File: src/rtl/mux_rr_arbiter.sv
// Round-robin arbiter that owns a shared 4:1 one-bit mux.
// It grants one requester at a time, caps how long one owner may hold the mux, and drives the mux selects.
module mux_rr_arbiter #(
  parameter int HOLD_MAX = 4
) (
  input  logic       clk,
  input  logic       rst,
  input  logic [3:0] req,
  input  logic       a,
  input  logic       b,
  input  logic       c,
  input  logic       d,
  output logic [3:0] gnt,
  output logic       s1,
  output logic       s0,
  output logic       valid,
  output logic       out
);

  typedef enum logic {IDLE, GRANT} state_t;

  localparam logic [3:0] HOLD_LIM = 4'(HOLD_MAX);

  state_t     state_reg, state_next;
  logic [1:0] ptr_reg, ptr_next;
  logic [3:0] cnt_reg, cnt_next;
  logic [3:0] gnt_reg, gnt_next;
  logic [1:0] sel_reg, sel_next;
  logic       valid_reg, valid_next;

  logic [3:0] masked;
  logic       found;
  logic [1:0] win;
  logic [3:0] data;

  assign data = {d, c, b, a};

  // The current owner never competes in its own handoff search.
  assign masked = (state_reg == GRANT) ? (req & ~(4'b0001 << ptr_reg)) : req;

  // The scan starts at ptr+1 and wraps. The loop runs downward, so the closest set bit is assigned last and wins.
  always_comb begin
    found = 1'b0;
    win   = ptr_reg;
    for (int k = 3; k >= 0; k--) begin
      if (masked[ptr_reg + 2'(k + 1)]) begin
        found = 1'b1;
        win   = ptr_reg + 2'(k + 1);
      end
    end
  end

  // State register
  always_ff @(posedge clk) begin
    if (rst) begin
      state_reg <= IDLE;
      ptr_reg   <= 2'd3;
      cnt_reg   <= 4'd0;
      gnt_reg   <= 4'b0000;
      sel_reg   <= 2'b00;
      valid_reg <= 1'b0;
    end else begin
      state_reg <= state_next;
      ptr_reg   <= ptr_next;
      cnt_reg   <= cnt_next;
      gnt_reg   <= gnt_next;
      sel_reg   <= sel_next;
      valid_reg <= valid_next;
    end
  end

  // Next-state logic
  always_comb begin
    state_next = state_reg;
    ptr_next   = ptr_reg;
    cnt_next   = cnt_reg;
    gnt_next   = gnt_reg;
    sel_next   = sel_reg;
    valid_next = valid_reg;
    case (state_reg)
      IDLE: begin
        if (found) begin
          state_next = GRANT;
          ptr_next   = win;
          cnt_next   = 4'd1;
          gnt_next   = 4'b0001 << win;
          sel_next   = win;
          valid_next = 1'b1;
        end
      end
      GRANT: begin
        if (!req[ptr_reg] || (cnt_reg == HOLD_LIM && found)) begin
          if (found) begin
            ptr_next = win;
            cnt_next = 4'd1;
            gnt_next = 4'b0001 << win;
            sel_next = win;
          end else begin
            // The selects keep their last value while the arbiter is idle.
            state_next = IDLE;
            cnt_next   = 4'd0;
            gnt_next   = 4'b0000;
            valid_next = 1'b0;
          end
        end else if (cnt_reg < HOLD_LIM) begin
          cnt_next = cnt_reg + 4'd1;
        end
      end
      default: state_next = IDLE;
    endcase
  end

  // Output logic
  always_comb begin
    gnt   = gnt_reg;
    s1    = sel_reg[1];
    s0    = sel_reg[0];
    valid = valid_reg;
    out   = valid_reg ? data[sel_reg] : 1'b0;
  end

endmodule

File: config.mk
export PLATFORM = sky130hd
export DESIGN_NAME = mux_rr_arbiter
export DESIGN_NICKNAME = d
export VERILOG_FILES = /design/src/rtl/mux_rr_arbiter.sv
export SDC_FILE = /design/constraint.sdc
export NUM_CORES = 1
export LEC_CHECK = 0
export CAP_MARGIN = 25
export CORE_MARGIN = 1.5
export CORE_UTILIZATION = 52
export CTS_CLUSTER_SIZE = 25
export DETAILED_ROUTE_END_ITERATION = 10
export PLACE_DENSITY_LB_ADDON = 0.08
export SLEW_MARGIN = 20
export SYNTH_ARGS = -nofsm -noshare
export SYNTH_HDL_FRONTEND = slang
export SYNTH_SLANG_ARGS = --single-unit
File: constraint.sdc
create_clock -name clk -period 3.73 [get_ports clk]
set_input_delay 0.746 -clock clk [delete_from_list [all_inputs] [get_ports clk]]
set_output_delay 0.746 -clock clk [all_outputs]
set_load 0.05 [all_outputs]
# Yosys cells after proc, flatten, opt, wreduce, memory -nomap -nowiden
# Index checks and enable logic that the tools add are counted.
[totals]
reg_bits = 14
in_bits = 10
output_inout_bits = 8
elab_cells = 75
[op_classes]
addsub = 4
n_lt_le_gt_ge = 6
eq_ne = 5
shift = 2
mux = 43
bitwise_logic = 3
reduce_logical = 6
[op_table]
columns = ["op", "n"]
rows = [
  ["4-bit 2-to-1 mux", 7],
  ["1-bit 2-to-1 mux", 17],
  ["4-bit one-hot mux with 2 select lines", 2],
  ["2-bit by 3-bit < comparator with 1-bit output (second input constant)", 5],
  ["2-bit 2-to-1 mux", 7],
  ["1-bit binary-select mux with 2-bit select", 6],
  ["2-bit one-hot mux with 2 select lines", 2],
  ["1-bit by 2-bit << shifter with 4-bit output (first input constant)", 2],
  ["2-bit adder (second input constant)", 2],
  ["4-bit by 1-bit adder with 4-bit output (second input constant)", 1],
  ["4-bit bitwise AND", 1],
  ["4-bit by 3-bit equality test with 1-bit output (second input constant)", 1],
  ["4-bit by 3-bit < comparator with 1-bit output (second input constant)", 1],
  ["2-bit inequality test (second input constant)", 2],
  ["4-bit NOT", 1],
  ["1-bit one-hot mux with 2 select lines", 2],
  ["2-bit AND reduction", 2],
  ["3-bit by 1-bit inequality test with 1-bit output (second input constant)", 1],
  ["3-bit AND reduction", 1],
  ["2-bit by 1-bit adder with 2-bit output (second input constant)", 1],
  ["2-bit by 1-bit inequality test with 1-bit output (second input constant)", 1],
  ["1-bit logical AND", 1],
  ["1-bit zero test", 1],
  ["1-bit logical OR", 1],
  ["1-bit NOT", 1],
]

# Depth between registers and ports, before layout
# Gate-level depths: netlist (run 1).
[depth]
depth_word = 14
mapped_depth = 10
depth_no_buf = 9

# Worst setup path after synthesis (run 1)
# Ideal clock, no wire load.
[synth_path]
path_kind = "register -> output"
start = "register sel_reg[0]"
end = "output port out"
t_arrival_ns = 1.528
t_required_ns = 2.984
setup_slack_ns = 1.456
path_stages_with_launch = 3
cell_sequence = "dfxtp_1 mux4_2 and2_1"
[synth_via]
elab_chain_len = 3
[synth_lines]
columns = ["element", "line_no", "source"]
rows = [
  ["start, declared", "28", "logic [1:0] sel_reg, sel_next;"],
  ["start signal, assigned", "67", "sel_reg <= sel_next;"],
  ["1-bit binary-select mux with 2-bit select", "119", "out = valid_reg ? data[sel_reg] : 1'b0;"],
  ["1-bit 2-to-1 mux (not written as such)", "119", ""],
  ["1-bit 2-to-1 mux", "119", ""],
  ["end, declared", "17", "output logic out"],
]
# Every way passes these cells. The select of a mux whose other input is x is not followed.

# Final worst setup path (run 1)
[layout_path]
start = "input port d"
end = "output port out"
[layout_via]
elab_chain_len = 3
[layout_lines]
columns = ["element", "line_no", "source"]
rows = [
  ["start, declared", "12", "input logic d,"],
  ["1-bit binary-select mux with 2-bit select", "119", ""],
  ["1-bit 2-to-1 mux (not written as such)", "119", ""],
  ["1-bit 2-to-1 mux", "119", ""],
]
# Every way passes these cells. The select of a mux whose other input is x is not followed.

==> out/metrics.yaml, run 1 <==
status: "completed"
numCtsBuffers: 3
io_pins: 18
place_hpwl_um: 1510
max_stage_delay_ns: 0.69
max_freq_ghz: 0.3125
yosysMostFrequentCell: "dfxtp_1"
worst_path_max_delay_cell: "clkdlybuf4s50_1"
drv_slew: 0
grt_pass1_vias: 818
port_buffers: 17
grt_max_degree: 11
power_density_mw_per_mm2: 716.1
clock-sinks: 14
finClkSkew_ns: 0.0009625
path_cells: "clkdlybuf4s50_1, mux4_2, and2_1, clkdlybuf4s50_1"
ctsHtreeMaxLevel: 1
cts_tree: "yes"
antenna_found_initial: 0
track_usage_pct: 20.71
finalHoldViolations: 0
leakage_nw: 0.4673
synth_top_area_share_pct: 28.79
synth_edf_count: 0
ir_drop_v: 0.0005294
async_flop_share_pct: 0
finalWirelength_um: 1954
path_class: "in2out"
ys_top_cells_by_area: "dfxtp_1, ha_1, nor2_1, a21boi_2, mux4_2"
fill_cells: 144
overflow: 0
ys_ff_latch: 14
ys_warn_count: 0
path_max_fanout: 1
initial_core_util_pct: 55.77
cp_common_cell: "clkdlybuf4s50_1"
fin_cells: 149
synth_top_area_cell: "dfxtp_1"
hold_class: "reg2reg"
vias: 852
drtPass1Iterations: 4
place_congestion: 0.8572
design.core.area_mm2: 0.001745
rsz0062_at_grt: "false"
clock_latency_ns: 0.28
final.period_utilization_pct: 85.79
final.min_clock_period_ns: 3.200
synth_nets: 125
vias_per_cell: 5.718
setup-tns-final_ns: 0
seq_area_frac_synth_pct: 28.79
drt_iter0_drc: 22
maxSlewHeadroom_pct: 66.52
path_clk_slew_ns: 0.08
num-nets-final: 143
finalSetupViolCount: 0
drv_cap: 0
die_w_um: 46.27
ant_nets: 0
cts.root.buffer_cell: "clkbuf_4"
dpl.cell_count: 146
synth.distinct_cells: 40
drc: 0
grt_pass1_wl_um: 3236
synthTopCellsByCount: "dfxtp_1, nor2_1, ha_1, inv_1, nand2_1"
postCtsHoldBufs: 0
num_rows: 15
cp.arrival_ns: 2.45
post_cts_buffers: 0
end_kind: "output port"
drive_gt1_share_pct: 14.52
avgRoutedWirePerCell_um: 13.11
area_growth_pct: 19.67
chipHeight_um: 46.27
ys.flop_type: "dfxtp_1"
start_kind: "primary input"
required_ns: 2.98
synth_area_per_cell_um2: 9.013
synth_area_um2: 973.4
clockBufferDepth: 2
worstMarginPinSlew_ns: 0.5006
netlist_instances: 108
fin_util_pct: 66.74
num_antenna_cells: 0
dieArea_mm2: 0.002140
cts-resized-gates: 0
==> layout make-up <==
cell class                 instances  area [um2]  share of cell area (%)
tap                               25       31.28                   2.685
sequential                        14       280.3                   24.06
clock buffer                       3       22.52                   1.933
multi-input combinational         83       634.4                   54.46
inverter                           7       26.28                   2.256
timing repair buffer              17       170.2                   14.61
==> routing by layer <==
| layer | global-route usage (%) | up-vias | wire, um |
|---|---|---|---|
| met5 | 0 | - | 0 |
| met4 | 12.00 | 0 | 38 |
| met3 | 3.137 | 5 | 91 |
| met2 | 31.94 | 33 | 867 |
| met1 | 27.16 | 386 | 957 |
| li1 | - | 428 | - |
==> worst paths after layout <==
check / from / endpoint / cells past startpoint / slack [ns]
min reg2reg: gnt[1] / gnt[1] / 1 / 0.47
max reg2reg: ptr_reg[0] / gnt[3] / 8 / 1.22
max: d / out / 4 / 0.53
min: gnt[1] / gnt[1] / 1 / 0.47
==> per-stage QoR <==
step | hold slack, ns | setup WS, ns | power, mW | cell area, um2
final | 0.4741 | 0.5300 | 0.8342 | 1165
after global routing | 0.4955 | 0.4797 | 0.8886 | 1165
after CTS | 0.4835 | 0.5211 | 0.8329 | 1165
after global placement | 0.4489 | 0.5383 | 0.7384 | 1142
after floorplan | 0.4732 | 1.456 | 0.6348 | 973.4
after detailed placement | 0.4589 | 0.5199 | 0.7475 | 1142
==> cells by family after synthesis <==
| logic type | count (synthesis) | synth area share (%) |
|---|---|---|
| multiplexers | 5 | 7.712 |
| flip-flops | 14 | 28.79 |
| AND/OR/NAND/NOR | 34 | 19.15 |
| adder cells (fa/ha/maj) | 7 | 8.997 |
| AO/OA/AOI/OAI | 37 | 29.31 |
| buffers and inverters | 11 | 6.040 |
==> where the power goes <==
part | total [mW] | switching [mW] | internal (mW)
Clock | 0.0848 | 0.0473 | 0.0375
Combinational | 0.508 | 0.305 | 0.203
Sequential | 0.241 | 0.0491 | 0.192
Total | 0.834 | 0.401 | 0.433
==> layout by cell type, fill, tap and decap left out, types with 2 or more instances in the layout <==
cell type | synthesis | layout
and2_1 | 2 | 2
dfxtp_1 | 14 | 14
a21o_2 | 2 | 2
a22o_1 | 2 | 2
a21oi_1 | 4 | 4
o21ai_0 | 5 | 5
mux2i_1 | 3 | 3
a22oi_1 | 2 | 2
a21boi_2 | 4 | 4
nand2_1 | 7 | 7
nor3_1 | 3 | 3
clkdlybuf4s50_1 | 0 | 17
o31ai_1 | 2 | 2
inv_1 | 7 | 7
a211o_1 | 2 | 2
ha_1 | 7 | 7
mux4_2 | 2 | 2
o21ai_1 | 2 | 2
nor2_1 | 13 | 13
o2bb2ai_1 | 2 | 2
clkbuf_4 | 0 | 3
o21a_1 | 2 | 2
==> worst max-delay path: cells and delay by family <==
kind | cells | cell delay [ns]
multiplexers | 1 | 0.46
buffers and inverters | 2 | 1.08
AND/OR/NAND/NOR | 1 | 0.16
(Power assumes the default switching activity.)
==> run 2: changes to the inputs <==
--- a/config.mk
+++ b/config.mk
@@ -10,6 +10,7 @@
 export CORE_UTILIZATION = 52
 export CTS_CLUSTER_SIZE = 25
 export DETAILED_ROUTE_END_ITERATION = 10
+export GPL_ROUTABILITY_DRIVEN = 0
 export PLACE_DENSITY_LB_ADDON = 0.08
 export SLEW_MARGIN = 20
 export SYNTH_ARGS = -nofsm -noshare
==> results of run 2 <==
The final DEF is identical to that of run 1; final timing and power are the same.
